## config.mk

```make
export PLATFORM = sky130hd
export DESIGN_NAME = sha256_msg_padder
export DESIGN_NICKNAME = d
export VERILOG_FILES = /design/src/rtl/sha256_msg_padder.sv
export SDC_FILE = /design/constraint.sdc
export NUM_CORES = 2
export LEC_CHECK = 0
export ABC_AREA = 0
export CAP_MARGIN = 10
export CELL_PAD_IN_SITES_DETAIL_PLACEMENT = 1
export CELL_PAD_IN_SITES_GLOBAL_PLACEMENT = 2
export CORE_AREA = 2 2 517 519
export CTS_CLUSTER_DIAMETER = 40
export DETAILED_ROUTE_END_ITERATION = 6
export DIE_AREA = 0 0 519 521
export HOLD_SLACK_MARGIN = 0.05
export PLACE_DENSITY = 0.52
export SETUP_SLACK_MARGIN = 0.02
export SLEW_MARGIN = 20
export SYNTH_ARGS = -nofsm -noshare
export SYNTH_HDL_FRONTEND = slang
export SYNTH_SLANG_ARGS = --single-unit
export TNS_END_PERCENT = 1
```

## constraint.sdc

```tcl
create_clock -name clk -period 2.55 [get_ports clk]
set_clock_uncertainty 0.15 [all_clocks]
set_input_delay 0.51 -clock clk [delete_from_list [all_inputs] [get_ports clk]]
set_output_delay 0.51 -clock clk [all_outputs]
set_load 0.005 [all_outputs]
```

## src/rtl/sha256_msg_padder.sv

```systemverilog
// SHA-256 message front end: packs 32-bit big-endian words into 512-bit blocks,
// applies the 0x80 / zero-fill / bit-length trailer and sequences the compression core.
module sha256_msg_padder #(
  parameter int LEN_W = 32
) (
  input  logic         clk,
  input  logic         rst_n,
  input  logic         in_valid,
  output logic         in_ready,
  input  logic [31:0]  in_data,
  input  logic         in_last,
  input  logic [2:0]   in_nbytes,
  output logic [255:0] core_H_in,
  output logic [511:0] core_M_in,
  output logic         core_input_valid,
  input  logic [255:0] core_H_out,
  input  logic         core_output_valid,
  output logic [255:0] digest,
  output logic         digest_valid,
  output logic         busy
);

  localparam logic [255:0] IV =
    256'h6a09e667bb67ae853c6ef372a54ff53a510e527f9b05688c1f83d9ab5be0cd19;

  typedef enum logic [2:0] {FILL, PAD, SEND, WAIT, DONE} state_t;

  state_t             state, state_nxt;
  logic [511:0]       blk, pad_blk;
  logic [3:0]         widx;
  logic [LEN_W-1:0]   byte_cnt;
  logic [255:0]       chain;
  logic               first, final_blk, pad_pending, trail80, full, msg_act;
  logic               accept, put_len;
  logic [5:0]         off;
  logic [63:0]        bit_len;

  assign accept           = in_valid && in_ready;
  assign off              = byte_cnt[5:0];
  assign bit_len          = 64'(byte_cnt) << 3;
  assign core_M_in        = blk;
  assign core_H_in        = first ? IV : chain;
  assign busy             = msg_act;

  always_ff @(posedge clk) begin
    if (!rst_n) state <= FILL;
    else        state <= state_nxt;
  end

  always_comb begin
    state_nxt        = state;
    in_ready         = 1'b0;
    core_input_valid = 1'b0;
    digest_valid     = 1'b0;
    case (state)
      FILL: begin
        in_ready = 1'b1;
        if (in_valid) begin
          if (in_last)            state_nxt = PAD;
          else if (widx == 4'd15) state_nxt = SEND;
        end
      end
      PAD:  state_nxt = SEND;
      SEND: begin
        core_input_valid = 1'b1;
        state_nxt        = WAIT;
      end
      WAIT: begin
        if (core_output_valid) begin
          if (final_blk)        state_nxt = DONE;
          else if (pad_pending) state_nxt = PAD;
          else                  state_nxt = FILL;
        end
      end
      DONE: begin
        digest_valid = 1'b1;
        state_nxt    = FILL;
      end
      default: state_nxt = FILL;
    endcase
  end

  // Trailer build. A block that ended exactly full is sent untouched and the
  // 0x80 moves to byte 0 of the follow-on block (trail80).
  always_comb begin
    put_len = pad_pending || (!full && off <= 6'd55);
    pad_blk = blk;
    if (pad_pending) begin
      if (trail80) pad_blk[511:504] = 8'h80;
    end else if (!full) begin
      for (int i = 0; i < 64; i++) begin
        if (i == int'(off))     pad_blk[511-8*i -: 8] = 8'h80;
        else if (i > int'(off)) pad_blk[511-8*i -: 8] = 8'h00;
      end
    end
    if (put_len) pad_blk[63:0] = bit_len;
  end

  always_ff @(posedge clk) begin
    if (!rst_n) begin
      blk         <= '0;
      widx        <= '0;
      byte_cnt    <= '0;
      chain       <= '0;
      digest      <= '0;
      first       <= 1'b1;
      final_blk   <= 1'b0;
      pad_pending <= 1'b0;
      trail80     <= 1'b0;
      full        <= 1'b0;
      msg_act     <= 1'b0;
    end else begin
      case (state)
        FILL: if (accept) begin
          for (int w = 0; w < 16; w++)
            if (widx == 4'(w)) blk[511-32*w -: 32] <= in_data;
          widx     <= widx + 4'd1;
          byte_cnt <= byte_cnt + (in_last ? LEN_W'(in_nbytes) : LEN_W'(3'd4));
          full     <= in_last && (widx == 4'd15) && (in_nbytes == 3'd4);
          msg_act  <= 1'b1;
        end
        PAD: begin
          blk         <= pad_blk;
          final_blk   <= put_len;
          pad_pending <= !put_len;
          if (!pad_pending) trail80 <= full;
        end
        WAIT: if (core_output_valid) begin
          chain <= core_H_out;
          first <= 1'b0;
          if (final_blk) begin
            digest  <= core_H_out;
            msg_act <= 1'b0;
          end else begin
            // final block stays on core_M_in; others make room for the next one
            blk <= '0;
            if (!pad_pending) widx <= '0;
          end
        end
        DONE: begin
          byte_cnt    <= '0;
          widx        <= '0;
          first       <= 1'b1;
          final_blk   <= 1'b0;
          pad_pending <= 1'b0;
          trail80     <= 1'b0;
          full        <= 1'b0;
        end
        default: ;
      endcase
    end
  end

endmodule

```

==> summary.txt <==
Floorplanning
  – Die Area: 270000 um2
  – Ports: 1324
  – Core area: 264000 um2
  – DIE WIDTH: 519 um
  – Initial Utilization: 15.8%
  – Rows: 189
  – Die Y: 521 um

Setup path
  – Reg2reg setup slack: 0.13 ns
  – Worst setup startpoint: first
  – Worst r2r path cells: 7
  – Critical path endpoint: core_H_in[66]
  – Required time worst endpoint: 1.89 ns
  – CP max FO: 8
  – Critical path, cell by cell: buf_12 -> buf_16 -> buf_12 -> buf_16 -> or2_4 -> buf_6
  – Critical path class: reg2out
  – Startpoint type of the worst setup path: register
  – CP peak stage delay: 0.35 ns
  – Worst-path cell with the longest stage delay: dfxtp_4
  – CP arrival: 2.14 ns
  – RR Endpoint: core_M_in[294]
  – R2r startpoint: widx[2]
  – Crit end category: primary output

Drt
  – WL per Instance: 25.6 um
  – Post-route DRC: 0
  – Vias per cell: 4.11
  – DRT antenna net count: 0
  – Iter 0 DRT Violations: 1854
  – Routed wire length: 269000 um
  – DR pass1 iterations: 6
  – DR vias: 43100

Yosys
  – Mean Syn Cell Area: 8.38 um2
  – Mapped Cells: 4996
  – Yosys warns: 0
  – Synth Register Bits: 1069
  – Mapped cell area: 41900 um2
  – Unique masters post-synth: 80
  – Syn Nets: 5300
  – Post-synth EDFFs: 0
  – Asr flop ratio synth: 0%
  – Dominant synthesized flop cell: dfxtp_1
  – Sequential area share after synthesis: 51.1%

STA
  – RSZ-0062 raised after global routing: yes
  – Final setup violation count: 177
  – Worst Slack Setup Final: -0.251 ns
  – Slew @ Worst Pin: 0.849 ns
  – Period utilization: 110%
  – Final Hold Fails: 0
  – Tmin final: 2.80 ns
  – Total negative slack: -19.10 ns
  – Slew HR: 43.2%
  – Fin. max-slew vios: 0
  – Max Clk Rate: 0.357 GHz

Min path
  – Hold Crit Class: in2reg
  – Hold path depth: 3

Pwr
  – Max VDD drop: 0.613 mV
  – Total leakage power: 0.0327 uW
  – PwrDens: 814 nW/um2
  – Int Pwr: 46100 uW
  – P_sw: 15100 uW
  – Flop pwr share: 28.9%
  – Gate power share: 9.7%
  – Clock power frac: 61.4%
  – Tot Pwr: 61200 uW
  – Sw frac: 24.6%

GRT
  – All-Layer GR Usage: 19.1%
  – Grt ovf: 0
  – GR Util met3: 7.64%
  – First-pass GRT wire length: 369000 um
  – Met1 Use GR: 20.7%
  – Vias in the first global route: 45400
  – Largest net degree at the start of global routing: 124
  – Initial antenna violation count: 34
  – GR Layer Usage met2: 34.0%
  – Most Crowded Layer GR: met2

CTS
  – H-tree levels: 5
  – # clock sinks: 1069
  – Cts bufs inserted: 295
  – Clk_lat worst skew: 0.83 ns
  – Clk root buf: clkbuf_16
  – CTS tree: built
  – CTS Buffer Depth: 4
  – Clk pin slew, worst setup/hold paths: 0.04 ns

Finish
  – Commonest non-fill, non-tap cell in the layout: nand2_1
  – Non-Filler Instances: 10500
  – Final #Nets: 7020
  – Layout cell share with drive strength beyond 1: 20.5%
  – Synth-to-Final Area Change: 79.5%
  – Most frequent cells in the layout: nand2_1 (1333), dfxtp_1 (1048), clkdlybuf4s50_1 (713), a21oi_1 (589), dlymetal6s2s_1 (350)

Place
  – Pre-CTS setup slack: -0.546 ns
  – Post-DP HPWL: 201000 um
  – Final RePlAce weighted congestion: 0.811
  – IO buf count: 1323
  – Placed Cells: 9789

Outcome
  – Status: finished with violations
  – Violated checks: setup timing

Run
  – # Max-Cap Violations: 0
## metrics by stage
| stage | utilization, % | hold slack [ns] | area [um2] |
|---|---|---|---|
| 5_1_grt | 28.4 | 0.0653 | 75100 |
| 4_1_cts | 28.0 | 0.0502 | 74100 |
| 3_3_place_gp | 23.5 | 0.287 | 62100 |
| 6_report | 28.4 | 0.115 | 75100 |
| 3_5_place_dp | 23.5 | 0.292 | 62100 |
| 2_1_floorplan | - | 0.281 | 41900 |
## area by class of cell
cell class | count | area (um2)
Tap cell | 3533 | 4420
Fill cell | 30400 | 189000
Antenna cell | 14 | 35.0
Clock buffer | 400 | 8450
Sequential cell | 1069 | 21400
Multi-Input combinational cell | 3494 | 19400
Inverter | 12 | 52.6
Clock inverter | 120 | 1550
Timing Repair Buffer | 1844 | 19800
## registers in the layout, summed over array words and instances, names as in the netlist, 3 cells and up
signal,count
core_M_in,512
state,3
byte_cnt,32
digest,256
widx,4
chain,256
## timing repair
action                                  in CTS  in global routing
hold buffers                               131                  0
gates resized for setup                    982                740
buffers inserted                            13                  1
endpoints found under the setup margin     694                761
pin swaps                                   23                 12
hold endpoints to repair                   249                  0
gates cloned                                18                  1
## metal layers
layer  wire length, um  up-vias
met5               172        -
met4              8920       26
met3             24200      413
met2            133000     1358
met1            102000    21000
li1                  -    20300
## how the worst min path moves through the flow
stage	endpoint	startpoint	slack, ns
after global placement	chain[132]	chain[132]	0.29
after floorplan	chain[129]	chain[129]	0.28
final	chain[222]	core_H_out[222]	0.11
after detailed placement	chain[141]	chain[141]	0.29
after CTS	digest[9]	core_H_out[9]	0.05
after global routing	chain[50]	core_H_out[50]	0.07
## cells in the mapped netlist (7+ instances only)
cell type	count	share of area, %
or4_1	13	0.23
nand3_1	248	3.0
nor2b_1	127	1.9
a2111oi_4	17	1.1
and2_1	29	0.43
a22oi_1	11	0.20
nor4_4	10	0.51
o31ai_1	8	0.14
or2_2	140	2.1
o211a_1	21	0.50
o21ai_0	240	2.9
ha_1	7	0.21
o211ai_1	24	0.43
clkbuf_1	339	3.0
a21o_1	7	0.13
a211oi_1	24	0.43
nand4_1	11	0.16
xnor2_1	11	0.23
nor3_1	26	0.31
a32oi_1	8	0.17
a31oi_1	8	0.12
dfxtp_1	1069	51
a21oi_1	592	7.1
buf_2	47	0.56
buf_4	13	0.23
o21a_1	7	0.13
mux2i_1	230	5.5
a311oi_1	12	0.25
buf_1	12	0.11
nor2_1	201	1.8
nand2b_1	8	0.12
o21ai_1	8	0.096
buf_6	9	0.24
inv_1	11	0.099
and3_1	9	0.13
or3_1	13	0.19
nand2_1	1336	12
## power groups by stage
stage | clock (uW) | combinational (uW) | sequential [uW]
4_1_cts | 38500 | 6140 | 17700
3_3_place_gp | 0 | 5870 | 18000
2_1_floorplan | 0 | 1950 | 17900
3_5_place_dp | 0 | 5880 | 18000
5_1_grt | 39300 | 6360 | 17700
6_report | 37600 | 5950 | 17700
## kinds of logic after synthesis
family	count (synthesis)	share of synthesized area (%)
and+or+nand+nor	2220	24.0
DFF	1069	51.1
AOI/OAI and AO/OA	1022	14.5
buffers and inverters	433	4.30
muxes	230	5.50
xor gates and xnor gates	14	0.293
adders and majority gates	8	0.257
## critical path, delay by kind of cell, from the launching register on
kind / cells / cell delay, ns
AND/OR/NAND/NOR: 1 / 0.23
flip-flops: 1 / 0.35
buffers and inverters: 5 / 0.73
Note: power is estimated with default switching activity, not from simulation.
